## config.mk

```make
export PLATFORM = sky130hd
export DESIGN_NAME = rng_walk_arbiter
export DESIGN_NICKNAME = d
export VERILOG_FILES = /design/src/rtl/rng_walk_arbiter.sv
export SDC_FILE = /design/constraint.sdc
export NUM_CORES = 1
export LEC_CHECK = 0
export ABC_AREA = 1
export CAP_MARGIN = 20
export CORE_AREA = 5 5 163 165
export CTS_BUF_LIST = sky130_fd_sc_hd__clkbuf_16
export DETAILED_ROUTE_END_ITERATION = 7
export DIE_AREA = 0 0 168 170
export PLACE_DENSITY = 0.77
export SLEW_MARGIN = 20
export SYNTH_ARGS = -nofsm -noshare
export SYNTH_HDL_FRONTEND = slang
export SYNTH_SLANG_ARGS = --single-unit
```

## constraint.sdc

```tcl
create_clock -name clk -period 10.7 [get_ports clk]
set_input_delay 1.07 -clock clk [delete_from_list [all_inputs] [get_ports clk]]
set_output_delay 1.07 -clock clk [all_outputs]
set_load 0.005 [all_outputs]
```

## src/rtl/rng_walk_arbiter.sv

```systemverilog
// rng_walk_arbiter: round-robin sharing of one free-running LFSR among
// N_REQ random-walk engines. Each grant captures the LFSR sample and turns
// it into a uniform neighbour index in [0, degree) and a teleport decision
// against cfg_alpha. Results appear two clocks after the grant cycle.
// Optional feature: define RNG_ARB_PERF_EN to add per-requester grant
// counters readable through perf_sel / perf_cnt (1-cycle read latency).
module rng_walk_arbiter #(
   parameter int N_REQ = 4,
   parameter int DEG_W = 16,
   parameter int ID_W  = 2
) (
   input  logic                     clk,
   input  logic                     reset,
   input  logic [31:0]              lfsr_q,
   input  logic                     en,
   input  logic [15:0]              cfg_alpha,
   input  logic [N_REQ-1:0]         req,
   input  logic [N_REQ*DEG_W-1:0]   req_deg,
   output logic [N_REQ-1:0]         gnt,
   output logic                     rsp_valid,
   output logic [ID_W-1:0]          rsp_id,
   output logic [DEG_W-1:0]         rsp_idx,
   output logic                     rsp_teleport,
   output logic                     rsp_dangling
`ifdef RNG_ARB_PERF_EN
   ,
   input  logic [ID_W-1:0]          perf_sel,
   output logic [31:0]              perf_cnt
`endif
);

   localparam int PW = 16 + DEG_W;

   logic [ID_W-1:0]  ptr_q, ptr_d;
   logic [ID_W-1:0]  win_id, cand;
   logic             win_found, grant;
   logic [DEG_W-1:0] deg_sel;

   logic             v1_q, v1_d;
   logic [31:0]      q1_q, q1_d;
   logic [DEG_W-1:0] deg1_q, deg1_d;
   logic [15:0]      alpha1_q, alpha1_d;
   logic [ID_W-1:0]  id1_q, id1_d;

   logic             rsp_valid_q, rsp_valid_d;
   logic [ID_W-1:0]  rsp_id_q, rsp_id_d;
   logic [DEG_W-1:0] rsp_idx_q, rsp_idx_d;
   logic             rsp_teleport_q, rsp_teleport_d;
   logic             rsp_dangling_q, rsp_dangling_d;
   logic [PW-1:0]    prod;
   logic             dangling;

   // Round-robin search starting one past the last winner, wrapping at N_REQ-1
   always_comb begin
      win_found = 1'b0;
      win_id    = '0;
      cand      = '0;
      for (int unsigned i = 1; i <= N_REQ; i++) begin
         cand = ID_W'((32'(ptr_q) + i) % N_REQ);
         if (!win_found && req[cand]) begin
            win_found = 1'b1;
            win_id    = cand;
         end
      end
      grant = win_found && en && !reset;
      gnt   = '0;
      if (grant) gnt[win_id] = 1'b1;
      ptr_d   = grant ? win_id : ptr_q;
      deg_sel = req_deg[win_id*DEG_W +: DEG_W];
   end

   // Stage 1 capture: sample, degree, alpha and id are frozen at the grant
   always_comb begin
      v1_d     = grant;
      q1_d     = q1_q;
      deg1_d   = deg1_q;
      alpha1_d = alpha1_q;
      id1_d    = id1_q;
      if (grant) begin
         q1_d     = lfsr_q;
         deg1_d   = deg_sel;
         alpha1_d = cfg_alpha;
         id1_d    = win_id;
      end
   end

   // Stage 2 result: scaled index, teleport compare, dangling override
   always_comb begin
      prod           = PW'(q1_q[15:0]) * PW'(deg1_q);
      dangling       = (deg1_q == '0);
      rsp_valid_d    = v1_q;
      rsp_id_d       = rsp_id_q;
      rsp_idx_d      = rsp_idx_q;
      rsp_teleport_d = rsp_teleport_q;
      rsp_dangling_d = rsp_dangling_q;
      if (v1_q) begin
         rsp_id_d       = id1_q;
         rsp_idx_d      = dangling ? '0 : DEG_W'(prod >> 16);
         rsp_teleport_d = dangling || (q1_q[31:16] < alpha1_q);
         rsp_dangling_d = dangling;
      end
   end

   // Pointer and pipeline registers; reset discards in-flight results
   always_ff @(posedge clk or posedge reset) begin
      if (reset) begin
         ptr_q          <= ID_W'(N_REQ - 1);
         v1_q           <= 1'b0;
         q1_q           <= '0;
         deg1_q         <= '0;
         alpha1_q       <= '0;
         id1_q          <= '0;
         rsp_valid_q    <= 1'b0;
         rsp_id_q       <= '0;
         rsp_idx_q      <= '0;
         rsp_teleport_q <= 1'b0;
         rsp_dangling_q <= 1'b0;
      end else begin
         ptr_q          <= ptr_d;
         v1_q           <= v1_d;
         q1_q           <= q1_d;
         deg1_q         <= deg1_d;
         alpha1_q       <= alpha1_d;
         id1_q          <= id1_d;
         rsp_valid_q    <= rsp_valid_d;
         rsp_id_q       <= rsp_id_d;
         rsp_idx_q      <= rsp_idx_d;
         rsp_teleport_q <= rsp_teleport_d;
         rsp_dangling_q <= rsp_dangling_d;
      end
   end

   assign rsp_valid    = rsp_valid_q;
   assign rsp_id       = rsp_id_q;
   assign rsp_idx      = rsp_idx_q;
   assign rsp_teleport = rsp_teleport_q;
   assign rsp_dangling = rsp_dangling_q;

`ifdef RNG_ARB_PERF_EN
   logic [31:0] cnt_q [N_REQ];
   logic [31:0] cnt_d [N_REQ];
   logic [31:0] perf_cnt_q, perf_cnt_d;

   // Grant counters (wrap naturally) and registered readback mux
   always_comb begin
      for (int unsigned i = 0; i < N_REQ; i++) begin
         cnt_d[i] = cnt_q[i] + ((grant && (win_id == ID_W'(i))) ? 32'd1 : 32'd0);
      end
      perf_cnt_d = '0;
      if (32'(perf_sel) < N_REQ) perf_cnt_d = cnt_q[perf_sel];
   end

   // Counter and readback registers
   always_ff @(posedge clk or posedge reset) begin
      if (reset) begin
         for (int unsigned i = 0; i < N_REQ; i++) cnt_q[i] <= '0;
         perf_cnt_q <= '0;
      end else begin
         for (int unsigned i = 0; i < N_REQ; i++) cnt_q[i] <= cnt_d[i];
         perf_cnt_q <= perf_cnt_d;
      end
   end

   assign perf_cnt = perf_cnt_q;
`endif

endmodule

```

==> results.txt <==
- Outcome: finished clean
- Detailed-route vias per instance: 5.15
- Max-cap violations in this run came to 0.
- Die outline width: 168 µm
* Cell count after synthesis: 1857
* Number of iterations in the first detailed-routing pass: 5
* Min Tclk post-route: 5.86 ns
* Number of nets with antenna violations after detailed routing: 0
- Number of DRC violations after detailed routing: 0
* Top flip-flop cell by instance count after synthesis: dfrtp_1
- Setup violations remaining at the end of the flow were counted as 0.
- After clock tree synthesis, the clock-pin slew on the worst setup and hold paths is 0.08 ns.
- HPWL Detailed: 27800 µm
- The average instance in the mapped netlist occupies 7.24 µm².
- The critical path goes through nand2_1 > fa_1 > fa_1 > fa_1 > inv_1 > fa_1 > fa_1 > inv_1 > fa_1 > inv_1 > ha_1 > a21oi_1 > o21ai_0 > a21oi_1 > nand2_1 > nand2_1 > nand2_1 > nand2_1 > nand2_1 > o21ai_0.
- Antenna violations before repair: 0
- Measured in cells, the most critical reg-to-reg path has a length of 20.
- Number of CTS-inserted buffers: 9
- For this run, the post-layout net count is 2352.
- Aggregate negative setup slack: 0 ns
- The first global-routing pass estimated 59400 µm of wire.
* Synth top cells by count: nand2_1 (688), inv_1 (403), fa_1 (193), ha_1 (116), dfrtp_1 (88)
* Total routed wirelength: 35000 µm
- For this run, the register share of the synthesized area comes to 16.8%.
- The worst setup path is captured at a flop.
- Ranked by total cell area, the synthesized netlist is headed by fa_1 (29%), nand2_1 (19%), dfrtp_1 (16%).
- Number of gates resized after CTS: 0
- Grt ovf: 0
- Max-slew violation total from the final report: 0
- The worst register-to-register path ends at rsp_idx[5]$_DFFE_PP0P_.
* Cell count of the worst hold path: 0
- Violation count after the first detailed-route iteration: 918
- Clock tree from TritonCTS: yes
* Vertical die dimension: 170 µm
- The biggest area contributor in the post-synthesis netlist is fa_1.
- CP max stage cell: dfrtp_1
- Nets in the synthesized netlist: 2285
* Number of top-level pins: 144
- Along the worst path, the maximum fanout reaches 17.
- Based on the critical path, the design can be clocked at up to 171 MHz.
* Clk root buf: clkbuf_16
- Critical path data arrival time: 6.15 ns
- Top-area cell type share of the netlist area: 28.7%
* Number of buffer cells added on primary ports: 143
- At the worst endpoint, the required time is 10.99 ns.
- The synthesized design contains 90 register bits.
- Origin of the critical flop-to-flop path: q1_q[11]$_DFFE_PP0P_
- The largest single stage delay on the critical path is 0.81 ns.
- The floorplan step defined a die boundary enclosing 0.0286 mm².
- Kind of launch point of the worst setup path: flop
- The critical path is of the reg2reg type.
- Total GRT Usage: 25.6%
- Remaining max-slew budget at the tightest pin: 43.7%
* Post-Synthesis Cell Area: 0.0134 mm²
- Fin crit share: 54.8%
* Register-to-register path setup slack: 4.84 ns
- Destination of the worst hold path: rsp_valid$_DFF_PP0_
* Actual transition at the worst max-transition pin: 0.844 ns
- In this run the worst hold path is classified as reg2reg.
- At the end of routability-driven placement, the weighted congestion stood at 0.959.
- The hold violation total from the final report was 0.
- Skew-Pair Late Insertion Delay: 0.36 ns
- Area of the core: 0.0249 mm²
* Top cell family by delay on the critical path: adder cells
- The final route contains 11600 vias.
- Buffers from clock root to sink, at most: 2
* Number of setup buffers added after CTS: 0
* Clk sinks: 90
- N_diodes: 0
* Share of async-settable or async-resettable flops after synthesis: 100%
- H-tree depth: 3
* Fin Clk Skew: 0.0150 ns
* Count of buffering cells on the critical path with inverters included: 3
* Count of hold buffers inserted by post-cts repair: 0
* Synth warn: 0
- Origin of the worst min-delay path: rsp_valid_d$_DFF_PP0_
- Wire length per cell after detailed routing: 15.5 µm
* Cell with the most instances after synthesis: nand2_1
- Area grow syn2layout: 13.5%
- Number of rows in the core area: 58
- The synthesized netlist contains 34 unique library cells.
- Unrepaired setup endpoints after global routing: no
- Entering global routing, the biggest net connects 88 pins.
- Fraction of final layout cells with drive strength greater than 1: 1.81%
- For this configuration, the core starts out at a cell density of 54.0%.
- In this run, synthesis inferred 0 flip-flops with an integrated enable.
- Number of global-route vias before repair: 12200
## cell usage in the layout (no fill, tap or decap), drive strengths merged
cell	Yosys	final
a21o	5	5
ha	116	116
fa	193	193
and3	2	2
nand3b	2	2
nor3	8	8
nand3	60	60
a31oi	1	1
clkinv	0	4
inv	407	410
a41oi	1	1
nand4	6	6
dfrtp	88	88
nand2	691	691
o21a	4	4
clkdlybuf4s50	0	143
o21bai	2	2
nor4	6	6
o211ai	1	1
nor2	62	62
dfstp	2	2
buf	19	5
o21ai	55	55
xnor2	3	3
clkbuf	73	9
a21oi	50	50
## worst max path at each step
stage | startpoint | end | slack [ns] | cells past startpoint
detailed placement | q1_q[10]$_DFFE_PP0P_ | rsp_idx[5]$_DFFE_PP0P_ | 4.94 | 20
floorplan | q1_q[10]$_DFFE_PP0P_ | rsp_idx[14]$_DFFE_PP0P_ | 5.34 | 24
finish | q1_q[11]$_DFFE_PP0P_ | rsp_idx[5]$_DFFE_PP0P_ | 4.84 | 20
global route | q1_q[14]$_DFFE_PP0P_ | rsp_idx[15]$_DFFE_PP0P_ | 4.56 | 19
global placement | deg1_q[7]$_DFFE_PP0P_ | rsp_idx[14]$_DFFE_PP0P_ | 5.00 | 19
CTS | q1_q[10]$_DFFE_PP0P_ | rsp_idx[5]$_DFFE_PP0P_ | 4.87 | 20
## worst register-to-register path, stage by stage, from the launching register on
cell and delay (ns):
dfrtp_1 0.81, nand2_1 0.17, fa_1 0.57, fa_1 0.54, fa_1 0.52, inv_1 0.06, fa_1 0.54, fa_1 0.50
inv_1 0.05, fa_1 0.48, inv_1 0.05, ha_1 0.32, a21oi_1 0.27, o21ai_0 0.21, a21oi_1 0.15, nand2_1 0.13
nand2_1 0.08, nand2_1 0.07, nand2_1 0.06, nand2_1 0.05, o21ai_0 0.16
## per-stage QoR
stage	setup slack [ns]	utilization, %	hold slack [ns]	instances	cell area, µm²
2_1_floorplan	5.34	-	0.396	1857	13400
3_3_place_gp	5.00	60.0	0.408	2243	14900
3_5_place_dp	4.94	60.0	0.422	2243	14900
4_1_cts	4.87	61.3	0.438	2259	15300
5_1_grt	4.56	61.3	0.452	2259	15300
6_report	4.84	61.3	0.433	2259	15300
## kinds of logic after synthesis
kind of cell | after synthesis | synth area share (%)
simple gates | 837 | 24.5
buf+inv | 499 | 14.2
fa+ha+maj | 309 | 39.5
compound gates | 119 | 4.77
flops | 90 | 16.8
xor+xnor | 3 | 0.195
## layout make-up
cell class / count / area [µm²]
Timing Repair Buffer: 148 / 1470
Fill cell: 2189 / 9640
Inverter: 407 / 1530
Tap cell: 330 / 413
Clock inverter: 7 / 81.3
Multi-Input combinational cell: 1268 / 9280
Clock buffer: 9 / 225
Sequential cell: 90 / 2250
## per-layer routing
metal / track usage [%] / vias up / routed length [µm]
met4: 7.55 / 0 / 876
li1: - / 5562 / -
met1: 34.3 / 5512 / 14800
met5: 0 / - / 0
met3: 4.88 / 76 / 2750
met2: 42.7 / 473 / 16600
## state kept, by name, indices dropped and copies added (netlist names)
signal and cells:
q1_q 32, alpha1_q 16, deg1_q 16, rsp_idx 16, id1_q 2, ptr_q 2
rsp_id 2, rsp_dangling 1, rsp_teleport 1, rsp_valid 1, rsp_valid_d 1
Power is not shown: default switching activity piles up to over one toggle a cycle in this logic, so the estimate is an artifact.
